<file path="src/rtl/encode.sv">
// 6502-style instruction encoder: turns a {group, aaa, addressing mode, operand}
// request into a 1-3 byte stream, tagging each byte with its location counter value.
module encode #(
  parameter logic [15:0] RESET_PC = 16'h0000
) (
  input  logic        i_clk,
  input  logic        i_rst_n,
  input  logic        in_valid,
  output logic        in_ready,
  input  logic [1:0]  in_grp,
  input  logic [2:0]  in_aaa,
  input  logic [3:0]  in_mode,
  input  logic [15:0] in_operand,
  input  logic        in_raw,
  input  logic [7:0]  in_opcode,
  input  logic        org_valid,
  input  logic [15:0] org_addr,
  output logic        out_valid,
  input  logic        out_ready,
  output logic [7:0]  out_byte,
  output logic        out_last,
  output logic [15:0] out_addr,
  output logic        err
);

  localparam logic [3:0] M_IMP  = 4'd0,  M_ACC  = 4'd1,  M_IMM = 4'd2,  M_ZPG = 4'd3;
  localparam logic [3:0] M_ZPX  = 4'd4,  M_ZPY  = 4'd5,  M_ABS = 4'd6,  M_ABX = 4'd7;
  localparam logic [3:0] M_ABY  = 4'd8,  M_XIND = 4'd9,  M_INDY = 4'd10, M_IND = 4'd11;
  localparam logic [3:0] M_REL  = 4'd12;

  typedef enum logic [1:0] {IDLE, OP, LO, HI} state_t;

  state_t      state, state_nxt;
  logic [1:0]  len_p0;
  logic [7:0]  opcode_p0;
  logic [15:0] operand_p0;
  logic [15:0] addr;
  logic [1:0]  len_req;
  logic [3:0]  dec;
  logic        legal_req;
  logic [7:0]  op_req;
  logic        accept;
  logic        xfer;

  // Instruction length from addressing mode; 0 marks an illegal mode code.
  function automatic logic [1:0] mode_len(input logic [3:0] mode);
    case (mode)
      M_IMP, M_ACC:                                    return 2'd1;
      M_IMM, M_ZPG, M_ZPX, M_ZPY, M_XIND, M_INDY, M_REL: return 2'd2;
      M_ABS, M_ABX, M_ABY, M_IND:                      return 2'd3;
      default:                                         return 2'd0;
    endcase
  endfunction

  // Returns {legal, bbb} for a non-raw request.
  function automatic logic [3:0] decode_std(input logic [1:0] grp, input logic [2:0] aaa,
                                            input logic [3:0] mode);
    logic       ok;
    logic [2:0] bbb;
    ok  = 1'b0;
    bbb = 3'b000;
    case (grp)
      2'b01: case (mode)
        M_XIND: begin ok = 1'b1;             bbb = 3'b000; end
        M_ZPG:  begin ok = 1'b1;             bbb = 3'b001; end
        M_IMM:  begin ok = (aaa != 3'b100);  bbb = 3'b010; end
        M_ABS:  begin ok = 1'b1;             bbb = 3'b011; end
        M_INDY: begin ok = 1'b1;             bbb = 3'b100; end
        M_ZPX:  begin ok = 1'b1;             bbb = 3'b101; end
        M_ABY:  begin ok = 1'b1;             bbb = 3'b110; end
        M_ABX:  begin ok = 1'b1;             bbb = 3'b111; end
        default: ;
      endcase
      2'b10: case (mode)
        M_IMM:  begin ok = (aaa == 3'b101);                     bbb = 3'b000; end
        M_ZPG:  begin ok = 1'b1;                                bbb = 3'b001; end
        M_ACC:  begin ok = !aaa[2];                             bbb = 3'b010; end
        M_ABS:  begin ok = 1'b1;                                bbb = 3'b011; end
        M_ZPX:  begin ok = (aaa != 3'b100) && (aaa != 3'b101);  bbb = 3'b101; end
        M_ZPY:  begin ok = (aaa == 3'b100) || (aaa == 3'b101);  bbb = 3'b101; end
        M_ABX:  begin ok = (aaa != 3'b100) && (aaa != 3'b101);  bbb = 3'b111; end
        M_ABY:  begin ok = (aaa == 3'b101);                     bbb = 3'b111; end
        default: ;
      endcase
      2'b00: case (mode)
        M_IMM:  begin ok = (aaa >= 3'b101);                                  bbb = 3'b000; end
        M_ZPG:  begin ok = (aaa == 3'b001) || aaa[2];                        bbb = 3'b001; end
        M_ABS:  begin ok = (aaa == 3'b001) || (aaa == 3'b010) || aaa[2];     bbb = 3'b011; end
        M_IND:  begin ok = (aaa == 3'b011);                                  bbb = 3'b011; end
        M_ZPX:  begin ok = (aaa == 3'b100) || (aaa == 3'b101);               bbb = 3'b101; end
        M_ABX:  begin ok = (aaa == 3'b101);                                  bbb = 3'b111; end
        M_REL:  begin ok = 1'b1;                                             bbb = 3'b100; end
        default: ;
      endcase
      default: ;
    endcase
    return {ok, bbb};
  endfunction

  always_comb begin
    len_req   = mode_len(in_mode);
    dec       = decode_std(in_grp, in_aaa, in_mode);
    legal_req = 1'b0;
    op_req    = in_opcode;
    if (in_raw) begin
      legal_req = (len_req != 2'd0);
    end else begin
      legal_req = dec[3] && (len_req != 2'd0);
      op_req    = {in_aaa, dec[2:0], in_grp};
    end
  end

  assign in_ready  = (state == IDLE);
  assign out_valid = (state != IDLE);
  assign accept    = in_valid && in_ready;
  assign xfer      = out_valid && out_ready;
  assign out_addr  = addr;
  assign out_last  = ((state == OP) && (len_p0 == 2'd1)) ||
                     ((state == LO) && (len_p0 == 2'd2)) ||
                     (state == HI);

  always_comb begin
    state_nxt = state;
    case (state)
      IDLE: if (accept && legal_req) state_nxt = OP;
      OP:   if (xfer) state_nxt = (len_p0 == 2'd1) ? IDLE : LO;
      LO:   if (xfer) state_nxt = (len_p0 == 2'd3) ? HI : IDLE;
      HI:   if (xfer) state_nxt = IDLE;
      default: state_nxt = IDLE;
    endcase
  end

  always_comb begin
    out_byte = 8'h00;
    case (state)
      OP:      out_byte = opcode_p0;
      LO:      out_byte = operand_p0[7:0];
      HI:      out_byte = operand_p0[15:8];
      default: out_byte = 8'h00;
    endcase
  end

  // Control state: org load takes priority only in IDLE, where no byte can transfer.
  always_ff @(posedge i_clk or negedge i_rst_n) begin
    if (!i_rst_n) begin
      state  <= IDLE;
      err    <= 1'b0;
      addr   <= RESET_PC;
      len_p0 <= 2'd0;
    end else begin
      state <= state_nxt;
      err   <= accept && !legal_req;
      if (accept && legal_req) len_p0 <= len_req;
      if ((state == IDLE) && org_valid) addr <= org_addr;
      else if (xfer)                    addr <= addr + 16'd1;
    end
  end

  always_ff @(posedge i_clk) begin
    if (accept && legal_req) begin
      opcode_p0  <= op_req;
      operand_p0 <= in_operand;
    end
  end

endmodule

</file>
<file path="config.mk">
export PLATFORM = sky130hd
export DESIGN_NAME = encode
export DESIGN_NICKNAME = d
export VERILOG_FILES = /design/src/rtl/encode.sv
export SDC_FILE = /design/constraint.sdc
export NUM_CORES = 1
export LEC_CHECK = 0
export CAP_MARGIN = 20
export CORE_MARGIN = 5
export CORE_UTILIZATION = 47
export DETAILED_ROUTE_END_ITERATION = 12
export GPL_ROUTABILITY_DRIVEN = 0
export PLACE_DENSITY = 0.88
export SKIP_CTS_REPAIR_TIMING = 1
export SLEW_MARGIN = 15
export SYNTH_ARGS = -nofsm -noshare
export SYNTH_HDL_FRONTEND = slang
export SYNTH_SLANG_ARGS = --single-unit
</file>
<file path="constraint.sdc">
create_clock -name i_clk -period 2.4 [get_ports i_clk]
set_input_delay 0.72 -clock i_clk [delete_from_list [all_inputs] [get_ports i_clk]]
set_output_delay 0.72 -clock i_clk [all_outputs]
set_load 0.01 [all_outputs]
</file>
==> results by stage, run 1 <==
Job:
- The reported max-cap violation count is 0.

Detailed routing:
- The number of DRC violations after detailed routing is 0.
- The average routed wire per standard cell is 17.2 um.
- The number of detailed-route iterations in the first pass is 4.
- The routed layout has 2,603 vias.
- The overall routed net length is around 8100 um.
- Dividing the detail-routed via count by the number of cells gives ~5.6.
- The detail route stage leaves a number of antenna-violating nets equal to 0.
- The number of DRC violations after detailed-routing iteration 0 is 214.

Setup path:
- The data arrival time at the worst-slack endpoint is about 2700 ps.
- The nature of the critical path endpoint is a flop.
- The type of element launching the critical path is an input pin.
- For the worst setup path, the data required time is about 2500 ps.
- The launch point of the worst reg-to-reg path is state[0]$_DFFE_PN0P_.
- The first element of the critical path is in_mode[1].
- The largest single stage delay on the critical path is 360 ps.
- The signal on the critical path passes through buf_6, buf_8, inv_12, ha_4, or2_4, a22o_1, o311a_1, a221o_1, nand3_2, clkinvlp_4, clkbuf_16.
- Of all nets on the critical path, the largest fanout is 6.
- The largest individual stage delay along the critical path comes from the cell sky130_fd_sc_hd__a221o_1.
- The kind of critical path is in2reg.

GRT:
- The number of antenna violations at the first check in global routing is 0.
- The number of global-route vias before repair came to 2,612.
- Global routing used 21.9% of the available tracks.
- The first global-routing pass estimated 12,800 um of wire.
- The total global routing overflow is 0.
- Entering global routing, the biggest net connects 30 pins.

Clocking:
- The clock sink count is 45.
- In this run the number of H-tree levels came out at 2.
- TritonCTS created 5 clock buffers.
- TritonCTS built the clock tree.
- CTS placed an instance of sky130_fd_sc_hd__clkbuf_8 at the clock tree root.
- The buffer depth of the longest clock path is 2.
- The insertion delay to the later sink of the worst-skew pair is 300 ps.
- The clock transition at the registers of the reported paths is around 80 ps.

Die:
- The die is around 85 um tall.
- During I/O placement, the number of pins put on the boundary was 83.
- The full die area is 7160 um^2.
- The placeable core area is roughly 5500 um^2.
- The initialized floorplan defines 27 standard-cell rows.
- The floorplan die width is around 85 um.
- For this configuration, the core starts out at a cell density of 47.8%.

Synth:
- The fraction of post-synthesis cell area in the top cell type by area is 27.6%.
- The cell area after technology mapping is 2620 um^2.
- The number of enable-type register cells in the synthesized netlist is 24.
- The basic-gate share of the synthesized area counting and, or, nand and nor cells is approximately 16%.
- After synthesis the netlist holds a flip-flop and latch count of between 40 and 50.
- After Yosys synthesis, full adders, half adders and majority gates account for 2.87% of the synthesized area.
- The synthesized design spends more area on one cell type than any other, namely sky130_fd_sc_hd__edfxtp_1.
- By area the synthesized netlist is led by sky130_fd_sc_hd__edfxtp_1, sky130_fd_sc_hd__dfrtp_1, sky130_fd_sc_hd__a21oi_1.
- The synthesized netlist devotes 18.6% of its cell area to compound gates.
- The net count after synthesis is 325.
- The most used flip-flop cell after synthesis is sky130_fd_sc_hd__edfxtp_1.
- Multiplexer cells account for 5.45% of the synthesized area.
- Yosys printed 0 warnings.
- Of the synthesized area, sequential elements account for 47.7%.
- The number of different library cells in the post-synthesis netlist is 49.
- The synthesized area per cell is 9.91 um^2.
- Synthesis handed over a netlist of 264 instances.
- The largest family of logic cells by synthesized area is compound AO/OA/AOI/OAI gates.
- Of all flip-flops after synthesis, the portion carrying an async set or reset was a little under half.
- Summing the areas of all xor and xnor instances in the mapped netlist gives 4.35% of the synthesized area.

Place:
- The HPWL after detailed placement is 5630 um.
- The number of input and output port buffers inserted is 82.
- The count of placed standard cells including taps is between 400 and 500.

STA:
- Adding up every negative setup slack in the final design gives -5830 ps.
- The count of final max-slew check failures is 0.
- In the finished design, the share of the clock period the worst path needs comes to 110%.
- The final count of hold timing violations is 0.
- Setup repair after global routing could not meet its margin everywhere.
- For the pin with the worst max-slew slack, the measured transition is between 300 and 400 ps.
- Based on the critical path, the design can be clocked at up to approximately 380 MHz.
- The setup skew after layout is 4.27 ps.
- Across all setup checks in the final design, the least slack found is -241 ps.
- The shortest period the worst path allows is 2640 ps.
- In this run the tightest slew margin relative to its limit is roughly 77%.
- Setup violations remaining at the end of the flow were counted as 27.

Finish:
- Relative to the synthesized area, the layout overhead comes to 60.5%.
- The commonest non-fill, non-tap cell in the layout is sky130_fd_sc_hd__clkdlybuf4s50_1.
- The top cell types in the final layout, fill and taps aside, are sky130_fd_sc_hd__clkdlybuf4s50_1, sky130_fd_sc_hd__buf_4, sky130_fd_sc_hd__nor2_1, sky130_fd_sc_hd__nand2_1, sky130_fd_sc_hd__edfxtp_1.
- The share of layout cells above drive strength 1 is 24.0%.
- The number of nets in the final layout is 456.
- Leaving out filler cells and counting taps, the final layout contains approximately 470.
- The total inserted antenna cells is 0.

Min path:
- The hold path startpoint is len_p0[0]$_DFFE_PN0P_.
- The tightest min-delay check is of the reg2reg type.

Power:
- The static power due to leakage is between 1.5 and 2 nW.
- The worst IR drop on VDD is 485 uV.
- The ratio of total power to cell area is 860 nW/um^2.

Outcome:
- The run finished, with violations left.
- The final reports fail on setup timing.
[state kept, by name, summed over array words and instances, names as in the netlist]
register    count
operand_p0     16
len_p0          2
err             1
opcode_p0       8
state           2
out_addr       16
[cell type report]
| type | instances | area [um^2] |
|---|---|---|
| Clock inverter | 3 | 65.1 |
| Timing Repair Buffer | 139 | 1340 |
| Clock buffer | 5 | 68.8 |
| Fill cell | 336 | 1270 |
| Tap cell | 72 | 90.1 |
| Inverter | 11 | 62.6 |
| Multi-Input combinational cell | 193 | 1330 |
| Sequential cell | 45 | 1250 |
[routing by layer]
metal  track usage [%]  vias to the layer above  share of wire, %
met1              25.8                     1245                38
met3              3.63                       20               4.9
met4              7.63                        0               2.5
li1                  -                     1230                 -
met5                 0                        -                 0
met2              40.1                      108                55
[path summary, 6_finish.rpt]
path                                      endpoint  slack, ps  depth (start not counted)
min in group asynchronous  out_addr[6]$_DFFE_PN0P_        760                          2
min reg2reg                  len_p0[0]$_DFFE_PN0P_        550                          1
max reg2reg                 opcode_p0[7]$_DFFE_PP_        220                          9
max                         opcode_p0[7]$_DFFE_PP_       -240                         11
min                          len_p0[0]$_DFFE_PN0P_        550                          1
max in group asynchronous    len_p0[0]$_DFFE_PN0P_       1420                          2
[synthesized netlist by cell type (6+ instances only)]
cell and number:
sky130_fd_sc_hd__o21ai_0 12, sky130_fd_sc_hd__nand3_1 11, sky130_fd_sc_hd__nor2_1 27, sky130_fd_sc_hd__dfrtp_1 21, sky130_fd_sc_hd__clkbuf_1 8, sky130_fd_sc_hd__a21oi_1 23, sky130_fd_sc_hd__xor2_1 9, sky130_fd_sc_hd__mux2_2 10
sky130_fd_sc_hd__inv_1 11, sky130_fd_sc_hd__edfxtp_1 24, sky130_fd_sc_hd__a22o_1 9, sky130_fd_sc_hd__nand2_1 24, sky130_fd_sc_hd__nor2b_1 6, sky130_fd_sc_hd__ha_1 6
[logic make-up (layout without fill, tap and decap cells)]
kind of cell	count (synthesis)	in the layout
compound gates	72	72
buf+inv	26	158
flops	45	45
mux	13	13
simple gates	89	89
fa+ha+maj	6	6
xor+xnor	13	13
[worst max-delay path, delay by kind of cell]
kind | cells | cell delay [ps]
simple gates | 2 | 350
fa+ha+maj | 1 | 140
compound gates | 3 | 900
buf+inv | 5 | 590
[through the flow]
| stage | instance area, um^2 | util (%) | hold slack [ps] | setup WS, ps | total power, mW |
|---|---|---|---|---|---|
| 2_1_floorplan | 2650 | - | 424 | -470 | 2.01 |
| 3_3_place_gp | 3870 | 70.7 | 511 | -847 | 2.83 |
| 3_5_place_dp | 3870 | 70.7 | 535 | -882 | 2.89 |
| 4_1_cts | 4000 | 73.2 | 553 | -560 | 3.59 |
| 5_1_grt | 4200 | 76.7 | 563 | -286 | 3.80 |
| 6_report | 4200 | 76.7 | 546 | -241 | 3.61 |
[where the power goes]
group          internal [mW]  switching, mW  total (mW)
clock                  0.413          0.258       0.672
sequential              1.03          0.213        1.24
combinational          0.928          0.768        1.70
No activity file was read; power rests on OpenSTA's default activity.
==> inputs of run 2 (changes only) <==
TNS_END_PERCENT = 5   (was unset)
==> results by stage, run 2 (synthesis results as in run 1) <==
Die:
- The number of I/O pins is 83.
- The die is 84.6 um tall.
- The placeable core area is 5470 um^2.
- The die covers 7160 um^2.
- The number of rows in the core area is 27.
- For this configuration, the core starts out at a cell density of 47.8%.
- The floorplan die width is 84.6 um.

GRT:
- In the global route stage, overall resource usage came out at 21.2%.
- The number of global-route vias before repair came to 2,651.
- The number of antenna violations at the first check in global routing is 0.
- Summed over all layers, the global routing overflow is 0.
- The wire length of the first global-routing pass is between 10,000 and 15,000 um.
- The maximum number of pins on one net before global-route repair is 30.

Setup path:
- For the worst flop-to-flop path, the logic depth is 9.
- The type of element launching the critical path is an input pin.
- Data on the critical path is required at its endpoint by 2460 ps.
- The data arrival time at the worst-slack endpoint is 2780 ps.
- The worst-path maximum fanout is 6.
- By startpoint and endpoint, the worst setup path is classified as in2reg.
- The nature of the critical path endpoint is a flop.

Power:
- The cell-internal power is 2.37 mW.
- The switching part of the total power is 33.9%.
- The share of total power in sequential cells is 34.6%.
- The ratio of total power to cell area is 863 nW/um^2.
- The worst-case IR drop observed on VDD is slightly above 500 uV.
- In this run the static leakage power is between 1.5 and 2 nW.
- The switching component of the power is 1.22 mW.
- The clock network burns about 18% of the power.
- The part of the total power dissipated in combinational logic is 47.0%.

Detailed routing:
- The total vias in the final route is 2,532.
- The first TritonRoute pass finished after 4 iterations.
- The overall routed net length is 8020 um.
- The number of DRC violations after detailed-routing iteration 0 is ~150.
- The average routed wire per standard cell is 17.2 um.
- The antenna violation net count after detailed routing is 0.
- For this run, design rule violations remaining after detail routing come to 0.
- The wire length on met2 is 4320 um.
- After detailed routing, no signal wire sits above met4.
- The met1 wire length is a little over 3000 um.
- The met3 routed wirelength is 394 um.
- Using the TritonRoute via totals, the vias-per-cell ratio works out to 5.45.

STA:
- Clock skew on the completed layout was measured at 7.29 ps.
- The post-layout worst setup margin is -313 ps.
- In the final timing run, aggregate negative setup slack is -7710 ps.
- The number of setup violations in the final report is 27.
- The headroom to the max-slew limit is 78.5%.
- The final critical path takes up 113% of the cycle.
- The measured slew at the worst slew-check pin is around 320 ps.
- Setup repair after global routing could not meet its margin everywhere.
- The final count of hold timing violations is 0.
- Final hold analysis gives a worst-case slack of ~550 ps.
- Counting I/O delays and the setup requirement, the final critical path takes approximately 2700 ps.
- The count of final max-slew check failures is 0.
- Derived from the worst setup path, the maximum achievable clock frequency is 369 MHz.

Outcome:
- The flow ran to the end, but the final reports show violations.
- The final reports fail on setup timing.

Finish:
- The commonest non-fill, non-tap cell in the layout is sky130_fd_sc_hd__clkdlybuf4s50_1.
- The post-synthesis to final-layout area growth is 58.7%.
- Leaving out fill and tap cells, the most frequent cells in the layout are sky130_fd_sc_hd__clkdlybuf4s50_1, sky130_fd_sc_hd__buf_4, sky130_fd_sc_hd__nor2_1, sky130_fd_sc_hd__nand2_1, sky130_fd_sc_hd__edfxtp_1.
- Cells with a size suffix above 1 make up 23.2% of the layout.
- Summing all flip-flop and latch instances after layout gives 1250 um^2.
- The multi-input combinational cells in the finished layout cover a total of about 1300 um^2.
- The number of nets in the final layout is roughly 450.
- The number of antenna diodes in the final layout is 0.
- Counting the fill cells in the layout gives roughly 340.
- At the end of the flow the core is filled with cells to 75.8%.
- After routing the design area is 4150 um^2.

Place:
- After legalization and detailed placement, the total HPWL measured 5690 um.
- Once placement finished, the instance area stood at 3870 um^2.
- The number of input and output port buffers inserted is 82.
- The worst setup timing slack at the placement stage is -896 ps.

Min path:
- The path class of the tightest hold or removal check is reg2reg.
- The cell depth of the worst min-delay path is 1.

Job:
- The reported max-cap violation count is 0.

Clocking:
- The number of buffers created by CTS is 5.
- The longest clock path from root to sink contains 2 buffers.
- The clock transition at the registers of the reported paths is about 80 ps.
- The clock sink count is 45.
- For the worst-skew pair, the clock arrives at the later sink with an insertion delay of 290 ps.
- TritonCTS built the clock tree.
- The H-tree was split into 2 levels.
- Clock tree synthesis selected as its root buffer the cell sky130_fd_sc_hd__clkbuf_8.
==> run 2: worst paths after layout <==
check | startpoint | slack [ps] | end
setup / recovery | in_mode[1] | -310 | opcode_p0[4]$_DFFE_PP_
hold / removal | len_p0[0]$_DFFE_PN0P_ | 550 | len_p0[0]$_DFFE_PN0P_
setup reg to reg | state[0]$_DFFE_PN0P_ | 200 | opcode_p0[4]$_DFFE_PP_
hold reg to reg | len_p0[0]$_DFFE_PN0P_ | 550 | len_p0[0]$_DFFE_PN0P_
max in group asynchronous | i_rst_n | 1400 | len_p0[0]$_DFFE_PN0P_
min in group asynchronous | i_rst_n | 780 | out_addr[10]$_DFFE_PN0P_
==> run 2: power groups by stage <==
| stage | registers, mW | logic (mW) | clock network [mW] |
|---|---|---|---|
| floorplan | 1.27 | 0.740 | 0 |
| global placement | 1.23 | 1.60 | 0 |
| detailed placement | 1.25 | 1.64 | 0 |
| CTS | 1.23 | 1.67 | 0.676 |
| global route | 1.27 | 1.82 | 0.710 |
| finish | 1.24 | 1.68 | 0.660 |
==> run 2: area by class of cell <==
type	count	share of cell area, %
clock buffer	5	1.66
clock inverter	3	1.57
inverter	11	1.51
multi-input combinational	193	31.4
sequential	45	30.0
tap	72	2.17
timing repair buffer	136	31.7
==> run 2: worst max-delay path, stage by stage <==
cell and delay, ps:
sky130_fd_sc_hd__buf_6 90, sky130_fd_sc_hd__buf_8 130, sky130_fd_sc_hd__ha_4 160, sky130_fd_sc_hd__or2_4 240, sky130_fd_sc_hd__a22o_1 210, sky130_fd_sc_hd__o311a_1 350, sky130_fd_sc_hd__a221o_1 370, sky130_fd_sc_hd__nand3_2 110
sky130_fd_sc_hd__clkinvlp_4 180, sky130_fd_sc_hd__clkbuf_16 200
==> run 2: per-layer routing <==
| layer | global-route usage, % | vias to the layer above |
|---|---|---|
| met4 | 8.35 | 0 |
| met3 | 2.65 | 17 |
| met2 | 40.1 | 99 |
| met5 | 0 | - |
| met1 | 24.0 | 1192 |
| li1 | - | 1224 |
==> run 2: stage by stage <==
step	power, mW	cells
floorplan	2.01	264
global placement	2.83	451
detailed placement	2.89	451
CTS	3.58	459
global route	3.80	465
finish	3.58	465
